**config.mk**
```make
export PLATFORM = sky130hd
export DESIGN_NAME = lsu_ctrl
export DESIGN_NICKNAME = d
export VERILOG_FILES = /design/src/rtl/lsu_ctrl.sv
export SDC_FILE = /design/constraint.sdc
export NUM_CORES = 1
export LEC_CHECK = 0
export CAP_MARGIN = 5
export CORE_MARGIN = 1.5
export CORE_UTILIZATION = 40
export DETAILED_ROUTE_END_ITERATION = 6
export GPL_TIMING_DRIVEN = 0
export PLACE_DENSITY = 0.89
export SLEW_MARGIN = 20
export SYNTH_ARGS = -nofsm -noshare
export SYNTH_HDL_FRONTEND = slang
export SYNTH_SLANG_ARGS = --single-unit
```
**constraint.sdc**
```tcl
create_clock -name clk -period 1.8 [get_ports clk]
set_input_delay 0.54 -clock clk [delete_from_list [all_inputs] [get_ports clk]]
set_output_delay 0.54 -clock clk [all_outputs]
set_load 0.02 [all_outputs]
```
**src/rtl/lsu_ctrl.sv**
```systemverilog
// lsu_ctrl: load/store sequencer between the execute-stage ALU and the data
// memory port. It captures one load or store, runs a req/ready handshake,
// builds byte enables and lane-replicated write data, and returns a
// one-cycle write-back with the aligned, sign/zero-extended load result.
// While an access is outstanding the upstream stage is stalled.
//
// Build option: define LSU_MISALIGN_TRAP_EN to reject misaligned half/word
// requests with a one-cycle misalign pulse instead of issuing them. Without
// it, misalign is constant 0 and the offending low address bits are cleared
// so the access proceeds aligned.
module lsu_ctrl #(
    parameter int XLEN = 32,
    parameter int RD_W = 5
) (
    input  logic            clk,
    input  logic            rst,
    input  logic            ld_en,
    input  logic            st_en,
    input  logic [2:0]      f3,
    input  logic [XLEN-1:0] addr,
    input  logic [XLEN-1:0] st_data,
    input  logic [RD_W-1:0] rd_in,
    output logic            stall,
    output logic            mem_req,
    output logic            mem_we,
    output logic [XLEN-1:0] mem_addr,
    output logic [3:0]      mem_be,
    output logic [XLEN-1:0] mem_wdata,
    input  logic            mem_ready,
    input  logic [XLEN-1:0] mem_rdata,
    output logic            wb_en,
    output logic [RD_W-1:0] wb_rd,
    output logic [XLEN-1:0] wb_data,
    output logic            misalign
);

    // FSM encoding
    localparam logic [1:0] ST_IDLE   = 2'b00;
    localparam logic [1:0] ST_ACCESS = 2'b01;
    localparam logic [1:0] ST_WB     = 2'b10;

    // Access size encoding in f3[1:0]; 2'b11 falls through to word
    localparam logic [1:0] SZ_BYTE = 2'b00;
    localparam logic [1:0] SZ_HALF = 2'b01;

    localparam int NLANE = 4;

    // ------------------------------------------------------------------
    // State and captured request
    // ------------------------------------------------------------------
    logic [1:0]      state_q,     state_d;
    logic            mem_req_q,   mem_req_d;
    logic            mem_we_q,    mem_we_d;
    logic [XLEN-1:0] mem_addr_q,  mem_addr_d;
    logic [3:0]      mem_be_q,    mem_be_d;
    logic [XLEN-1:0] mem_wdata_q, mem_wdata_d;
    logic [2:0]      f3_q,        f3_d;
    logic [1:0]      lane_q,      lane_d;
    logic [RD_W-1:0] rd_q,        rd_d;
    logic            wb_en_q,     wb_en_d;
    logic [RD_W-1:0] wb_rd_q,     wb_rd_d;
    logic [XLEN-1:0] wb_data_q,   wb_data_d;
    logic            misalign_q,  misalign_d;

    // ------------------------------------------------------------------
    // Request decode (combinational, from the upstream inputs)
    // ------------------------------------------------------------------
    logic [1:0]      req_size;
    logic            req_is_half;
    logic            req_is_word;
    logic            req_misaligned;
    logic [1:0]      req_off;
    logic [3:0]      req_be;
    logic [XLEN-1:0] req_wdata;
    logic            accept;
    logic            issue;
    logic            trap_pulse;

    assign req_size       = f3[1:0];
    assign req_is_half    = (req_size == SZ_HALF);
    assign req_is_word    = req_size[1];
    assign req_misaligned = (req_is_half & addr[0])
                          | (req_is_word & (addr[1:0] != 2'b00));

    // A new request can be taken whenever no access is in flight; the WB
    // cycle counts as free so back-to-back accesses have no idle gap.
    assign accept = ((state_q == ST_IDLE) | (state_q == ST_WB)) & (ld_en | st_en);

`ifdef LSU_MISALIGN_TRAP_EN
    // Misaligned requests are swallowed: flagged, never issued.
    assign req_off    = addr[1:0];
    assign issue      = accept & ~req_misaligned;
    assign trap_pulse = accept & req_misaligned;
`else
    // Misaligned requests are forced onto their natural boundary.
    assign req_off    = req_misaligned ? (req_is_word ? 2'b00 : {addr[1], 1'b0})
                                       : addr[1:0];
    assign issue      = accept;
    assign trap_pulse = 1'b0;
`endif

    // Byte enables for the requested size and lane
    always_comb begin
        if (req_is_word) begin
            req_be = 4'b1111;
        end else if (req_is_half) begin
            req_be = 4'b0011 << {req_off[1], 1'b0};
        end else begin
            req_be = 4'b0001 << req_off;
        end
    end

    // Write data replication: every lane carries the byte the memory will
    // pick up under the enables, so no shifting is needed per address.
    genvar gi;
    generate
        for (gi = 0; gi < NLANE; gi++) begin : g_wlane
            assign req_wdata[8*gi +: 8] =
                req_is_word ? st_data[8*gi +: 8] :
                req_is_half ? st_data[8*(gi % 2) +: 8] :
                              st_data[7:0];
        end
    endgenerate

    // ------------------------------------------------------------------
    // Load alignment and extension (from the captured request)
    // ------------------------------------------------------------------
    logic [7:0]      rd_lane [NLANE];
    logic [7:0]      ld_byte;
    logic [15:0]     ld_half;
    logic [XLEN-1:0] ld_ext;

    generate
        for (gi = 0; gi < NLANE; gi++) begin : g_rlane
            assign rd_lane[gi] = mem_rdata[8*gi +: 8];
        end
    endgenerate

    // Pick the addressed lane(s) and sign- or zero-extend per f3[2]
    always_comb begin
        ld_byte = rd_lane[lane_q];
        ld_half = {rd_lane[{lane_q[1], 1'b1}], rd_lane[{lane_q[1], 1'b0}]};
        case (f3_q[1:0])
            SZ_BYTE: ld_ext = f3_q[2] ? {{(XLEN-8){1'b0}}, ld_byte}
                                      : {{(XLEN-8){ld_byte[7]}}, ld_byte};
            SZ_HALF: ld_ext = f3_q[2] ? {{(XLEN-16){1'b0}}, ld_half}
                                      : {{(XLEN-16){ld_half[15]}}, ld_half};
            default: ld_ext = mem_rdata;
        endcase
    end

    // ------------------------------------------------------------------
    // Next-state logic
    // ------------------------------------------------------------------
    // Sequencer: accept/issue in IDLE or WB, wait for mem_ready in ACCESS
    always_comb begin
        state_d     = state_q;
        mem_req_d   = mem_req_q;
        mem_we_d    = mem_we_q;
        mem_addr_d  = mem_addr_q;
        mem_be_d    = mem_be_q;
        mem_wdata_d = mem_wdata_q;
        f3_d        = f3_q;
        lane_d      = lane_q;
        rd_d        = rd_q;
        wb_en_d     = 1'b0;
        wb_rd_d     = wb_rd_q;
        wb_data_d   = wb_data_q;
        misalign_d  = trap_pulse;

        case (state_q)
            ST_ACCESS: begin
                // Everything on the memory side is held until the handshake
                if (mem_ready) begin
                    mem_req_d = 1'b0;
                    if (mem_we_q) begin
                        state_d = ST_IDLE;
                    end else begin
                        state_d   = ST_WB;
                        wb_en_d   = 1'b1;
                        wb_rd_d   = rd_q;
                        wb_data_d = ld_ext;
                    end
                end
            end
            default: begin
                // IDLE and WB both fall back to IDLE unless a request issues
                state_d = ST_IDLE;
                if (issue) begin
                    state_d     = ST_ACCESS;
                    mem_req_d   = 1'b1;
                    mem_we_d    = st_en & ~ld_en;
                    mem_addr_d  = {addr[XLEN-1:2], 2'b00};
                    mem_be_d    = req_be;
                    mem_wdata_d = req_wdata;
                    f3_d        = f3;
                    lane_d      = req_off;
                    rd_d        = rd_in;
                end
            end
        endcase
    end

    // State registers with synchronous reset; reset abandons any access
    always_ff @(posedge clk) begin
        if (rst) begin
            state_q     <= ST_IDLE;
            mem_req_q   <= 1'b0;
            mem_we_q    <= 1'b0;
            mem_addr_q  <= '0;
            mem_be_q    <= '0;
            mem_wdata_q <= '0;
            f3_q        <= '0;
            lane_q      <= '0;
            rd_q        <= '0;
            wb_en_q     <= 1'b0;
            wb_rd_q     <= '0;
            wb_data_q   <= '0;
            misalign_q  <= 1'b0;
        end else begin
            state_q     <= state_d;
            mem_req_q   <= mem_req_d;
            mem_we_q    <= mem_we_d;
            mem_addr_q  <= mem_addr_d;
            mem_be_q    <= mem_be_d;
            mem_wdata_q <= mem_wdata_d;
            f3_q        <= f3_d;
            lane_q      <= lane_d;
            rd_q        <= rd_d;
            wb_en_q     <= wb_en_d;
            wb_rd_q     <= wb_rd_d;
            wb_data_q   <= wb_data_d;
            misalign_q  <= misalign_d;
        end
    end

    // ------------------------------------------------------------------
    // Outputs
    // ------------------------------------------------------------------
    // stall drops in the mem_ready cycle so upstream advances once per access
    assign stall     = accept | ((state_q == ST_ACCESS) & ~mem_ready);
    assign mem_req   = mem_req_q;
    assign mem_we    = mem_we_q;
    assign mem_addr  = mem_addr_q;
    assign mem_be    = mem_be_q;
    assign mem_wdata = mem_wdata_q;
    assign wb_en     = wb_en_q;
    assign wb_rd     = wb_rd_q;
    assign wb_data   = wb_data_q;
    assign misalign  = misalign_q;

endmodule
```
==> summary.txt <==
Critical R2R Launch - state_q[0]$_SDFFE_PP0N_
Seq/Total Area, Yosys - 47.7%
M1 WL - 6740 um
CTS tree - built
Lkg Pwr - 3.38 nW
H-tree lvl count - 4
largest delay contributor family on the critical path - flip-flops
Post-synth EDFFs - 0
vias per inst - 5.21
VDD IR-drop max - 761 uV
Power, Total - 7.62 mW
WL met2 - 7970 um
Final Core Density - 64.6%
Most used DFF post-synth - dfxtp_1
Worst slew margin - 57.6%
vias after detailed routing - 5437
WS Path Type - register to primary output
fin. max-slew vios - 0
Switching Share - 28.0%
Worst Path Arrival - 1330 ps
largest net degree at the start of global routing - 17
Initial DRC Count - 304
# nets final - 971
Clock Latency Late Sink - 420 ps
Starting Density - 41.1%
Mapped Cells - 625
layout overhead on the synthesized area - 57.2%
DRC violations left - 0
DRT Pass-1 Iters - 4
pre-CTS WS - -1030 ps
share of cells above drive strength 1 - 7.89%
worst hold path startpoint - wb_data[23]$_SDFFE_PP0P_
P_sw - 2.13 mW
root buf cell - clkbuf_16
Commonest cells post-synth - nand2_1 (161), dfxtp_1 (118), a21oi_1 (100)
Std-Cell Rows - 40
Fin. Hold Viols - 0
slowest CP cell - dfxtp_4
Synth area leaders - dfxtp_1 (48%), nand2_1 (12%), a21oi_1 (10%), o21ai_0 (4.5%), mux2i_1 (3.6%)
Slew @ Worst Pin - 634 ps
synth warn - 0
# setup viols final - 1
vias in the first global route - 5123
slowest stage delay, CP - 350 ps
count leader, synth - nand2_1
final non-filler cell area - 7790 sq um
pwr/cell area - 977 nW/um^2
DR WL met3 - 1600 um
setup ws final - -69.9 ps
number of antenna violations at the first check in global routing - 1
final setup skew - 6.77 ps
clock power share - 41.8%
clk slew on worst S/H paths - 50 ps
crit start category - register
Die Height - 114 um
Core Area - 12100 sq um
Seq pwr share - 38.4%
total CTS buffers - 17
WL per Instance - 16.2 um
Worst Path Buf+Inv - 1
post-synth top area cell - dfxtp_1
power share of the combinational group - 19.7%
Avg Cell Area, Syn - 7.93 sq um
CTS Sinks - 118
mapped cell area - 4960 sq um
Die W - 114 um
outcome - complete, but fails checks
# hold bufs at CTS - 0
GRT Overall Usage - 26.2%
failing checks - setup timing
worst hold slack - 444 ps
WL final - 16900 um
critical path capture point type - primary output
PortBufs - 212
Placed Area - 7300 sq um
flops & latches, synth - 118
fin crit share - 104%
HP Class - register to register
GR Overflow Total - 0
post-DP HPWL - 12600 um
top cell type's share of synthesized area - 47.7%
Cell variety after synth - 39
gpl congestion - 0.860
post-route ant nets - 0
Internal - 5.49 mW
async set-reset flop share out of synthesis - 0%
first-pass GRT wire length - 26100 um
Max clock buf depth - 2
RSZ-0062 raised after global routing - true
Crit path required time - 1260 ps
Max Fclk - 535 MHz
worst setup path startpoint - state_q[0]$_SDFFE_PP0N_
# IOs - 219
critical path cell sequence - or2b_1, o21ai_2, buf_6
MaxCap Viol Count - 0
Max Used Layer - met4
fin crit period - 1870 ps
area of the die - 13100 sq um
critical-path maximum fanout - 4
cell type report:
cell class,instances,area (sq um)
Antenna cell,1,2.50
Buffer,54,269
Clock buffer,23,488
Clock inverter,9,75.1
Fill cell,1084,4270
Inverter,7,26.3
Multi-Input combinational cell,448,2330
Sequential cell,118,2370
Tap cell,168,210
Timing Repair Buffer,216,2020
final timing paths:
check | cells after the start | to | slack (ps)
worst max-delay path | 3 | stall | -70
worst min-delay path | 2 | wb_data[23]$_SDFFE_PP0P_ | 440
worst max register to register | 6 | mem_wdata[24]$_SDFFE_PP0P_ | 150
worst min register to register | 2 | wb_data[23]$_SDFFE_PP0P_ | 440
worst reg2reg max path, cell delays in order (launching register included):
cell and delay (ps):
dfxtp_4 340, buf_4 130, nor2_1 150, buf_2 250, buf_1 450, nand2_1 120, a21oi_1 150
stage by stage:
stage | TNS [ps] | cells
after global placement | -46180 | 1007
final | -69.9 | 1044
after global routing | -132 | 1044
after detailed placement | -50050 | 1007
after floorplan | 0 | 627
after CTS | -114 | 1040
layout by cell type, fill, tap and decap left out, types with 2 or more instances in the layout:
cell type | Yosys | routed
inv_1 | 6 | 6
nand3_1 | 2 | 2
buf_2 | 9 | 9
clkbuf_8 | 0 | 4
or2b_1 | 2 | 2
a311oi_1 | 8 | 8
conb_1 | 1 | 3
nand2_1 | 161 | 161
nor2_1 | 35 | 35
a21oi_1 | 100 | 100
clkinv_2 | 0 | 6
clkbuf_2 | 0 | 5
a311o_1 | 7 | 7
a211oi_1 | 11 | 11
nand2b_1 | 9 | 9
o221ai_1 | 7 | 7
buf_1 | 3 | 2
o21ai_2 | 1 | 2
a21oi_2 | 2 | 2
buf_6 | 4 | 5
dfxtp_1 | 118 | 117
buf_4 | 5 | 9
dlygate4sd2_1 | 0 | 108
clkbuf_1 | 33 | 31
o21ai_1 | 3 | 2
nor3_1 | 6 | 6
nor2b_1 | 2 | 2
o21ai_0 | 45 | 44
o22a_1 | 7 | 7
clkinvlp_4 | 0 | 2
or3_1 | 8 | 8
clkbuf_16 | 0 | 17
mux2i_1 | 18 | 18
clkdlybuf4s50_1 | 0 | 102
power groups by stage:
stage          registers, mW  logic (mW)  clock network (mW)
2_1_floorplan           3.20       0.557                   0
3_3_place_gp            2.98        1.58                   0
3_5_place_dp            2.99        1.60                   0
4_1_cts                 2.93        1.49                3.23
5_1_grt                 2.95        1.62                3.38
6_report                2.93        1.50                3.19
registers in the layout, summed over array words and instances (netlist names), 3 cells and up:
signal     flops
wb_data       32
rd_q           5
mem_be         4
wb_rd          5
mem_wdata     32
f3_q           3
mem_addr      30
routing by layer:
| metal | GRT usage, % | vias to the layer above |
|---|---|---|
| met3 | 9.16 | 44 |
| met5 | 0 | - |
| met4 | 14.0 | 0 |
| met1 | 29.9 | 2518 |
| met2 | 43.3 | 244 |
| li1 | - | 2631 |
what timing repair did:
action | 4_1_cts | 5_1_grt
endpoints found under the setup margin | 155 | 39
pin swaps | 2 | 2
buffers inserted | 1 | 3
resized for setup | 119 | 13
logic make-up after synthesis:
| kind of cell | count (synthesis) | share of synthesized area, % |
|---|---|---|
| AND/OR/NAND/NOR | 231 | 19.5 |
| AO/OA/AOI/OAI | 196 | 23.3 |
| flip-flops | 118 | 47.7 |
| buffers and inverters | 61 | 5.83 |
| multiplexers | 18 | 3.63 |
| other | 1 | 0.0756 |
Note: power is estimated with default switching activity, not from simulation.
